File: src/rtl/out_port_write_arbiter.sv
// Round-robin arbiter sharing the out_port write path (address/bus/memory_write) among NREQ requesters.
// Optional grant locking is enabled by defining IO_ARB_LOCK_EN.
module out_port_write_arbiter #(
  parameter int NREQ     = 2,
  parameter int MAX_LOCK = 4
) (
  input  logic                 clock,
  input  logic                 reset,
  input  logic                 clock_valid,
  input  logic [NREQ-1:0]      req,
  input  logic [NREQ-1:0]      req_lock,
  input  logic [NREQ*32-1:0]   req_address,
  input  logic [NREQ*32-1:0]   req_data,
  output logic [NREQ-1:0]      grant,
  output logic [NREQ-1:0]      ack,
  output logic [31:0]          address,
  output logic [31:0]          bus,
  output logic                 memory_write,
  output logic                 busy
);

  localparam int PTR_W = (NREQ > 1) ? $clog2(NREQ) : 1;
  localparam logic [PTR_W:0] NREQ_W = (PTR_W+1)'(NREQ);

  typedef enum logic [1:0] {IDLE, SETUP, WRITE} state_t;

  state_t           state;
  logic [PTR_W-1:0] ptr;
  logic [PTR_W-1:0] owner;
  logic [PTR_W-1:0] pick;
  logic [PTR_W-1:0] idx;
  logic             found;

  function automatic logic [PTR_W-1:0] wrap(input logic [PTR_W:0] s);
    logic [PTR_W:0] r;
    r = (s >= NREQ_W) ? (s - NREQ_W) : s;
    return r[PTR_W-1:0];
  endfunction

  // Scan requesters starting at ptr; first asserted one wins.
  always_comb begin
    found = 1'b0;
    pick  = ptr;
    idx   = '0;
    for (int k = 0; k < NREQ; k++) begin
      idx = wrap({1'b0, ptr} + (PTR_W+1)'(k));
      if (!found && req[idx]) begin
        found = 1'b1;
        pick  = idx;
      end
    end
  end

`ifdef IO_ARB_LOCK_EN
  logic [3:0] lock_cnt;
`else
  logic unused_req_lock;
  assign unused_req_lock = ^req_lock;
`endif

  always_ff @(posedge clock) begin
    if (!reset) begin
      state        <= IDLE;
      ptr          <= '0;
      owner        <= '0;
      grant        <= '0;
      ack          <= '0;
      address      <= '0;
      bus          <= '0;
      memory_write <= 1'b0;
      busy         <= 1'b0;
`ifdef IO_ARB_LOCK_EN
      lock_cnt     <= '0;
`endif
    end else if (clock_valid) begin
      case (state)
        IDLE: begin
          memory_write <= 1'b0;
          ack          <= '0;
          if (found) begin
            owner   <= pick;
            address <= req_address[{pick, 5'b0} +: 32];
            bus     <= req_data[{pick, 5'b0} +: 32];
            grant   <= NREQ'(1) << pick;
            busy    <= 1'b1;
            state   <= SETUP;
`ifdef IO_ARB_LOCK_EN
            if (pick != owner) lock_cnt <= '0;
`endif
          end
        end
        // Address has been stable for a full cycle; raise the strobe now.
        SETUP: begin
          memory_write <= 1'b1;
          ack          <= grant;
          state        <= WRITE;
        end
        WRITE: begin
          memory_write <= 1'b0;
          ack          <= '0;
          grant        <= '0;
          busy         <= 1'b0;
          state        <= IDLE;
`ifdef IO_ARB_LOCK_EN
          if (req_lock[owner] && (lock_cnt < 4'(MAX_LOCK - 1))) begin
            ptr      <= owner;
            lock_cnt <= lock_cnt + 4'd1;
          end else begin
            ptr      <= wrap({1'b0, owner} + (PTR_W+1)'(1));
            lock_cnt <= '0;
          end
`else
          ptr <= wrap({1'b0, owner} + (PTR_W+1)'(1));
`endif
        end
        default: state <= IDLE;
      endcase
    end
  end

endmodule

File: config.mk
export PLATFORM = sky130hd
export DESIGN_NAME = out_port_write_arbiter
export DESIGN_NICKNAME = d
export VERILOG_FILES = /design/src/rtl/out_port_write_arbiter.sv
export SDC_FILE = /design/constraint.sdc
export NUM_CORES = 1
export LEC_CHECK = 0
export ABC_AREA = 1
export BUFFER_PORTS_ARGS = -buffer_cell sky130_fd_sc_hd__buf_2
export CORE_ASPECT_RATIO = 1.1
export CORE_MARGIN = 2
export CORE_UTILIZATION = 44
export DETAILED_ROUTE_END_ITERATION = 16
export GPL_TIMING_DRIVEN = 1
export PLACE_DENSITY = 0.78
export SYNTH_ARGS = -nofsm -noshare
export SYNTH_HDL_FRONTEND = slang
export SYNTH_SLANG_ARGS = --single-unit
export TNS_END_PERCENT = 100
File: constraint.sdc
create_clock -name clock -period 1.5 [get_ports clock]
set_input_delay 0.375 -clock clock [delete_from_list [all_inputs] [get_ports clock]]
set_output_delay 0.375 -clock clock [all_outputs]
set_load 0.05 [all_outputs]
* After elaboration in Yosys (flattened, before gate mapping)
Cells that the tools add are included.
Cells by class: muxes and demuxes 19, add/sub/neg operators 5, magnitude comparators 5, reduce and logical (&&, ||, !) cells 11, shifts and indexed selects 3, equal/unequal tests 3
Operators by type and width (number):
- $shiftx 64x7->32 | 2
- $mux 1 | 12
- $pmux 2 s2 | 3
- $reduce_and 2->1 | 3
- $reduce_and 3->1 | 2
- $add 1x1->2 const B | 2
- $ge 2x2->1 const B | 2
- $lt 1x2->1 const B | 2
- $mux 2 | 2
- $pmux 1 s2 | 2
- $reduce_bool 2->1 | 2
- $sub 1x1->1 const B | 3
- $eq 2x1->1 const B | 1
- $eq 2x2->1 const B | 1
- $ge 1x2->1 const B | 1
- $logic_not 2->1 | 1
- $ne 2x2->1 const B | 1
- $reduce_or 2->1 | 1
- $shl 1x1->2 const A | 1
- $logic_and 1x1->1 | 1
- $logic_not 1->1 | 1
Word-level totals: input port bits 135, word-level logic and storage cells 55, output and inout port bits 70, register bits after elaboration 74

* Depth between registers and ports, before layout
Gate-level depths: netlist (run 1).
depth after elaboration 11, depth in mapped cells 9, gate-level depth less buffers 7

* Worst setup path before layout (run 1)
No wires, ideal clock.
path kind input port to flip-flop, start point input port req[1], end point register address[10], data arrival time 1120 ps, path slack 310 ps, stages 7, setup time 70 ps, buffers on the path 2, required time 1430 ps, cells stage by stage o21ai_2 -> nor2_4 -> inv_2 -> buf_4 -> buf_4 -> nand2_1 -> a21oi_1
Between the ends: word-level cells in the longest chain between the ends 7, elaborated cells on any way between the ends 12, those cells by class shift (1); mux (8); reduce/logical (3)
Ends and longest elaborated chain:
- start: declaration | RTL line 10 | input logic [NREQ-1:0] req,
- $mux 1 (not written as such) (2 in series) | RTL line 47 | if (!found && req[idx]) begin
- $mux 1 | RTL line 47
- $logic_not 1->1 | RTL line 47
- $logic_and 1x1->1 | RTL line 47
- $mux 1 | RTL line 47
- $shiftx 64x7->32 or $reduce_and 3->1 (tied branches)
- end signal: assignment | RTL line 82 | address <= req_address[{pick, 5'b0} +: 32];
- end: declaration | RTL line 16 | output logic [31:0] address,
Parallel ways exist; a longest one is shown, timed or not. The select of a mux whose other input is x is not followed. A chain may end at the register's enable or synchronous reset.

* Worst setup path in the final report (run 1)
start point register address[23], end point output port address[23]
No word-level cell between the ends.

==> parameters.txt, run 1 <==
Parameter                              Value

Floorplanning
  Cell Rows    34
  Boundary pin count    roughly 210
  Core region area    0.00787 sq mm
  Die Footprint    roughly 0.0088 sq mm
  Die X    between 80 and 90 um
  Initial Utilization    45.3%
  Height of the die    98.4 um

Timing
  Number of slew-limit violations in the final report    0
  Worst max-slew margin expressed relative to the limit    between 70% and 80%
  Unrepaired setup endpoints after global routing    false
  Maximum clock frequency    around 740 MHz
  Layout Skew    around 0.009 ns
  Post-layout min period    approximately 1.3 ns
  Count of endpoints failing hold in the final timing report    0
  Final-report setup violation count    0
  Final cycle utilization of the critical path    around nine tenths
  Least-Margin Pin Slew    0.399 ns
  Worst hold margin    between 0.2 and 0.3 ns
  Total negative setup slack    0 ns

Setup path
  Cell-by-cell trace of the critical path    buf_2
  Endpoint class of the critical path    primary output
  Worst setup path endpoint    address[23]
  Worst path buffer plus inverter count    1
  Crit path required time    1.12 ns
  Capturing point of the worst reg2reg path    address[9]$_SDFFE_PN0P_
  Critical register-to-register path startpoint    state[0]$_SDFFE_PN0P_
  Class of the most critical setup path    reg -> out
  Slowest-stage cell, CP    dfxtp_1
  Critical-path maximum fanout    2
  Number of gates on the worst path with buffers counted    1
  Slowest cell delay on critical path    0.36 ns
  Sort of element at the start of the critical path    register
  Start point of the critical path    address[23]$_SDFFE_PN0P_
  Crit path arrival time    ~0.97 ns
  Cell family with most CP delay    flip-flops
  Reg-to-reg slack, setup    between 0.15 and 0.2 ns
  Count of cells along the worst register-to-register path    6

Global routing
  Largest net degree at the start of global routing    66
  Tot GR Track Use    roughly 23%
  First-pass GRT wire length    between 15,000 and 20,000 um
  Initial antenna violation count    0
  Remaining global-route overflow    0
  Via count of the first global-routing pass    3,841

Power and ir drop
  Power density over the cells    between 1000 and 1500 mW/mm^2
  Peak VDD IR    a little over 0.0009 V
  Combinational cell fraction of total power    26.1%
  Clk network pwr share    32.2%
  Net switching share of the total power    around 32%
  Net Switching    roughly 1.7 mW
  Leak pwr    2.55 nW
  Internal cell power    approximately 3.5 mW
  Part of the total power dissipated in sequential elements    a little over two fifths

Synth
  Sequential element share of the synthesized area    approximately two fifths
  Synth cell types    17
  Post-synthesis net count    between 600 and 700
  Syn Area/Cell    between 6 and 7 sq um
  Cell Area, Synth    0.00356 sq mm
  Number of enable-type register cells in the synthesized netlist    0
  Number of synthesis warnings    0
  Count of state elements after synthesis    74
  Proportion of register bits with asynchronous set or reset after synthesis    0%
  Most instantiated flip-flop cell in the synthesis netlist    dfxtp_1
  Syn Inst Count    546

Clocking
  Post-CTS repair timing setup buffer count    0
  TritonCTS clock tree    yes
  Hold buffer count at CTS    0
  Clock latency on the worst-skew pair    between 0.3 and 0.4 ns
  CTS sink count    74
  CTS max path bufs    2
  H-tree level count    3
  Total CTS buffers    9
  Clock-pin slew on the worst setup and hold paths    approximately 0.07 ns
  Total of cells resized after clock tree synthesis    0
  Root buffer cell    clkbuf_8

Final layout
  Post-synthesis to final-layout area growth    35.7%
  Final design utilization    61.4%
  Most common cell after layout, fill and taps aside    nand2_1
  Number of nets in the finished design    ~860
  Number of antenna repair diodes    0
  Layout cells sized above 1    between 30% and 40%
  Most frequent cells in the layout    nand2_1, buf_2, dfxtp_1, a21oi_1, nand3_1

Min path
  Class of the tightest hold or removal check    in -> reg

Drt
  DR WL/cell    ~12 um
  DRT Pass-1 Iters    4
  Vias per std cell    slightly below 5
  Residual antenna-violating net count after detailed routing    0
  Number of DRC markers after the initial detailed-route iteration    roughly 100
  Detailed Route WL    around 10000 um
  Remaining DRCs    0
  Via count of the routed design    approximately 4,100

Placed design
  Final HPWL DP    approximately 7400 um
  Gpl congestion    around 0.81
  Number of port buffers    about 200

Status
  Result of the run    finished clean

Flow run
  Number of max-cap violations    0
registers in the layout, summed over array words and instances (netlist names), 2 cells and up:
signal   count
ack          2
address     32
bus         32
grant        2
state        2
layer usage:
| metal | vias up | global-route usage, % | part of all wire, % |
|---|---|---|---|
| li1 | 2110 | - | - |
| met1 | 1847 | 26.0 | 42 |
| met4 | 0 | 8.52 | 1.9 |
| met2 | 168 | 41.0 | 50 |
| met5 | - | 0 | 0 |
| met3 | 15 | 5.40 | 6.8 |
power by group through the flow:
stage          clock (mW)  combinational [mW]  sequential (mW)
2_1_floorplan           0               0.539             2.61
6_report             1.67                1.35             2.15
3_5_place_dp            0                1.36             2.20
3_3_place_gp            0                1.33             2.19
4_1_cts              1.71                1.36             2.15
5_1_grt              1.81                1.48             2.17
layout make-up:
cell class / count / area [sq um]
sequential: 74 / 1480
tap: 108 / 135
clock buffer: 11 / 141
inverter: 8 / 30.0
fill: 735 / 3040
timing repair buffer: 213 / 1180
clock inverter: 5 / 77.6
multi-input combinational: 422 / 1790
through the flow:
step	power, mW	instances	setup WS [ns]	cell area [sq um]
2_1_floorplan	3.15	546	0.310	3560
3_3_place_gp	3.52	825	0.110	4610
3_5_place_dp	3.55	825	0.0311	4610
4_1_cts	5.22	841	0.127	4830
5_1_grt	5.45	841	0.0195	4830
6_report	5.17	841	0.154	4830
cell usage after synthesis (2+ instances only):
cell type,instances,share of area (%)
a21oi_1,72,10
nor2_1,5,0.53
buf_2,12,1.7
dfxtp_1,74,42
clkbuf_1,8,0.84
nand3_1,66,9.3
inv_1,6,0.63
nand2_1,272,29
inv_2,2,0.21
o21ai_0,2,0.28
buf_4,18,3.8
buf_6,4,1.3
cell families after synthesis:
group	count (synthesis)	synth area share [%]
AO/OA/AOI/OAI	76	10.9
AND/OR/NAND/NOR	346	39.1
flip-flops	74	41.6
buffers and inverters	50	8.43
worst min-delay path by stage:
stage	from	to	slack [ns]	cells after the start
floorplan	owner$_SDFFE_PN0P_	owner$_SDFFE_PN0P_	0.44	2
global placement	bus[16]$_SDFFE_PN0P_	bus[16]$_SDFFE_PN0P_	0.45	2
detailed placement	bus[29]$_SDFFE_PN0P_	bus[29]$_SDFFE_PN0P_	0.45	2
CTS	reset	state[0]$_SDFFE_PN0P_	0.27	2
global route	reset	state[0]$_SDFFE_PN0P_	0.30	2
finish	reset	state[0]$_SDFFE_PN0P_	0.28	2
No activity file was read; power rests on OpenSTA's default activity.
==> run 2: changes to the inputs <==
Settings changed: CTS_BUF_LIST from default to sky130_fd_sc_hd__clkbuf_16.
==> parameters.txt, run 2 (synthesized netlist as in run 1, its figures left out) <==
Parameter                              Value

Setup path
  Cell family with most CP delay    buffers and inverters
  Slowest cell delay on critical path    0.37 ns (about the same)
  Critical register-to-register path startpoint    state[1]$_SDFFE_PN0P_
  Number of gates on the worst path with buffers counted    6 (+5)
  Worst setup path endpoint    bus[27]$_SDFFE_PN0P_
  Sort of element at the start of the critical path    register
  Slowest-stage cell, CP    buf_4
  Count of cells along the worst register-to-register path    6 (unchanged)
  Endpoint class of the critical path    register
  Class of the most critical setup path    reg -> reg
  Crit path arrival time    1.57 ns (+0.60 ns)
  Critical-path maximum fanout    40 (+38)
  Cell-by-cell trace of the critical path    nor2_1 > inv_1 > nor2_4 > buf_4 > nand2_1 > a21oi_1
  Worst path buffer plus inverter count    2 (+1)
  Capturing point of the worst reg2reg path    bus[27]$_SDFFE_PN0P_
  Start point of the critical path    state[1]$_SDFFE_PN0P_
  Reg-to-reg slack, setup    0.17 ns (about the same)
  Crit path required time    1.74 ns (+0.62 ns)

Global routing
  Remaining global-route overflow    0 (unchanged)
  Global routing usage on met1    25.9% (-0.084 points)
  Met2 demand-to-capacity share in global routing    41.0% (unchanged)
  Initial antenna violation count    0 (unchanged)
  Largest net degree at the start of global routing    66 (unchanged)
  Met3 Resource Use GR    5.94% (+0.54 points)
  Tot GR Track Use    22.7% (+0.086 points)
  Most Used Layer, Global Route    met2
  Via count of the first global-routing pass    3,835 (-0.16%)
  First-pass GRT wire length    16,800 um (about the same)

Final layout
  Biggest registers after layout    address: 32 flops, bus: 32 flops
  Final design utilization    62.6% (+1.2 points)
  Most frequent cells in the layout    nand2_1, buf_2, dfxtp_1, a21oi_1, nand3_1
  Total area of multi-input combinational cells    0.00179 sq mm (unchanged)
  Cell area after layout    0.00492 sq mm (+1.9%)
  Post-synthesis to final-layout area growth    38.2%
  Most common cell after layout, fill and taps aside    nand2_1
  Number of nets in the finished design    863 (unchanged)
  Layout cells sized above 1    31.9% (-0.14 points)
  Seq. cell area    0.00148 sq mm (unchanged)
  Number of antenna repair diodes    0 (unchanged)
  Filler cell count    731 (-0.54%)

Placed design
  Number of port buffers    202 (unchanged)
  Area after detailed placement    0.00461 sq mm (unchanged)
  Final HPWL DP    7400 um (unchanged)
  Gpl congestion    0.811 (unchanged)
  Worst-case setup slack after placement    0.0311 ns (unchanged)

Drt
  Vias per std cell    4.90 (-0.53%)
  Via count of the routed design    4,118 (-0.53%)
  Number of DRC markers after the initial detailed-route iteration    99 (-4.8%)
  Detailed Route WL    9930 um (+0.49%)
  DR WL/cell    11.8 um (+0.49%)
  Remaining DRCs    0 (unchanged)
  DRT Pass-1 Iters    4 (unchanged)
  Residual antenna-violating net count after detailed routing    0 (unchanged)

Clocking
  CTS sink count    74 (unchanged)
  TritonCTS clock tree    yes
  Root buffer cell    clkbuf_16
  CTS max path bufs    2 (unchanged)
  Total CTS buffers    9 (unchanged)
  Total of cells resized after clock tree synthesis    0 (unchanged)
  H-tree level count    3 (unchanged)
  Clock-pin slew on the worst setup and hold paths    0.05 ns (-0.02 ns)
  Post-CTS repair timing setup buffer count    0 (unchanged)
  Clock latency on the worst-skew pair    0.32 ns (-0.02 ns)
  Hold buffer count at CTS    0 (unchanged)

Floorplanning
  Height of the die    98.4 um (unchanged)
  Die X    89.8 um (unchanged)
  Boundary pin count    205 (unchanged)
  Initial Utilization    45.3% (unchanged)
  Cell Rows    34 (unchanged)
  Die Footprint    0.00883 sq mm (unchanged)
  Core region area    0.00787 sq mm (unchanged)

Timing
  Post-layout min period    1.33 ns (-0.0140 ns)
  Count of endpoints failing hold in the final timing report    0 (unchanged)
  Total negative setup slack    0 ns (unchanged)
  Setup slack of the critical path after layout    0.168 ns (+0.0140 ns)
  Least-Margin Pin Slew    0.403 ns (+0.00482 ns)
  Final cycle utilization of the critical path    88.8% (-0.94 points)
  Worst hold margin    0.295 ns (+0.0158 ns)
  Final-report setup violation count    0 (unchanged)
  Unrepaired setup endpoints after global routing    false
  Number of slew-limit violations in the final report    0 (unchanged)
  Layout Skew    0.00515 ns (-0.00388 ns)
  Maximum clock frequency    751 MHz (+1.1%)
  Worst max-slew margin expressed relative to the limit    73.1% (-0.32 points)

Power and ir drop
  Leak pwr    2.60 nW (+1.8%)
  Power density over the cells    1160 mW/mm^2 (+8.0%)
  Peak VDD IR    0.000751 V (-19%)

Flow run
  Number of max-cap violations    0 (unchanged)

Min path
  Class of the tightest hold or removal check    in -> reg

Status
  Result of the run    finished clean
-- run 2: cell types whose count changed in the layout (fill, tap and decap cells not counted) --
cell,change
clkbuf_8,-10
clkbuf_16,+9
clkbuf_1,-1
clkinv_1,+1
inv_1,+1
-- run 2: area by class of cell --
| type | instances | area share (%) |
|---|---|---|
| clock buffer | 9 | 4.57 |
| clock inverter | 7 | 1.73 |
| inverter | 8 | 0.610 |
| multi-input combinational | 422 | 36.3 |
| sequential | 74 | 30.1 |
| tap | 108 | 2.74 |
| timing repair buffer | 213 | 24.0 |
-- run 2: worst min path at each step --
stage | start | to | slack (ns) | cells past startpoint
2_1_floorplan | owner$_SDFFE_PN0P_ | owner$_SDFFE_PN0P_ | 0.44 | 2
3_3_place_gp | bus[16]$_SDFFE_PN0P_ | bus[16]$_SDFFE_PN0P_ | 0.45 | 2
3_5_place_dp | bus[29]$_SDFFE_PN0P_ | bus[29]$_SDFFE_PN0P_ | 0.45 | 2
4_1_cts | reset | state[0]$_SDFFE_PN0P_ | 0.29 | 2
5_1_grt | reset | state[0]$_SDFFE_PN0P_ | 0.32 | 2
6_report | reset | state[0]$_SDFFE_PN0P_ | 0.29 | 2
-- run 2: through the flow --
stage	power, mW	std cells
after global placement	3.52	825
after detailed placement	3.55	825
after floorplan	3.15	546
final	5.69	841
after CTS	5.76	841
after global routing	5.98	841
-- run 2: per-layer routing --
| metal | vias up | part of all wire [%] |
|---|---|---|
| met2 | 163 | 51 |
| met1 | 1837 | 42 |
| li1 | 2114 | - |
| met5 | - | 0 |
| met4 | 0 | 0.69 |
| met3 | 4 | 6.7 |
-- run 2: worst register-to-register path, delay by kind of cell, from the launching register on --
family / cells / cell delay, ns
AOI/OAI and AO/OA: 1 / 0.15
buffers and inverters: 2 / 0.44
DFF: 1 / 0.33
and+or+nand+nor: 3 / 0.35
-- run 2: power breakdown --
part / switching, mW / total (mW) / internal [mW]
logic: 0.923 / 1.35 / 0.427
registers: 0.0640 / 2.16 / 2.09
clock network: 0.746 / 2.18 / 1.44
total: 1.73 / 5.69 / 3.96
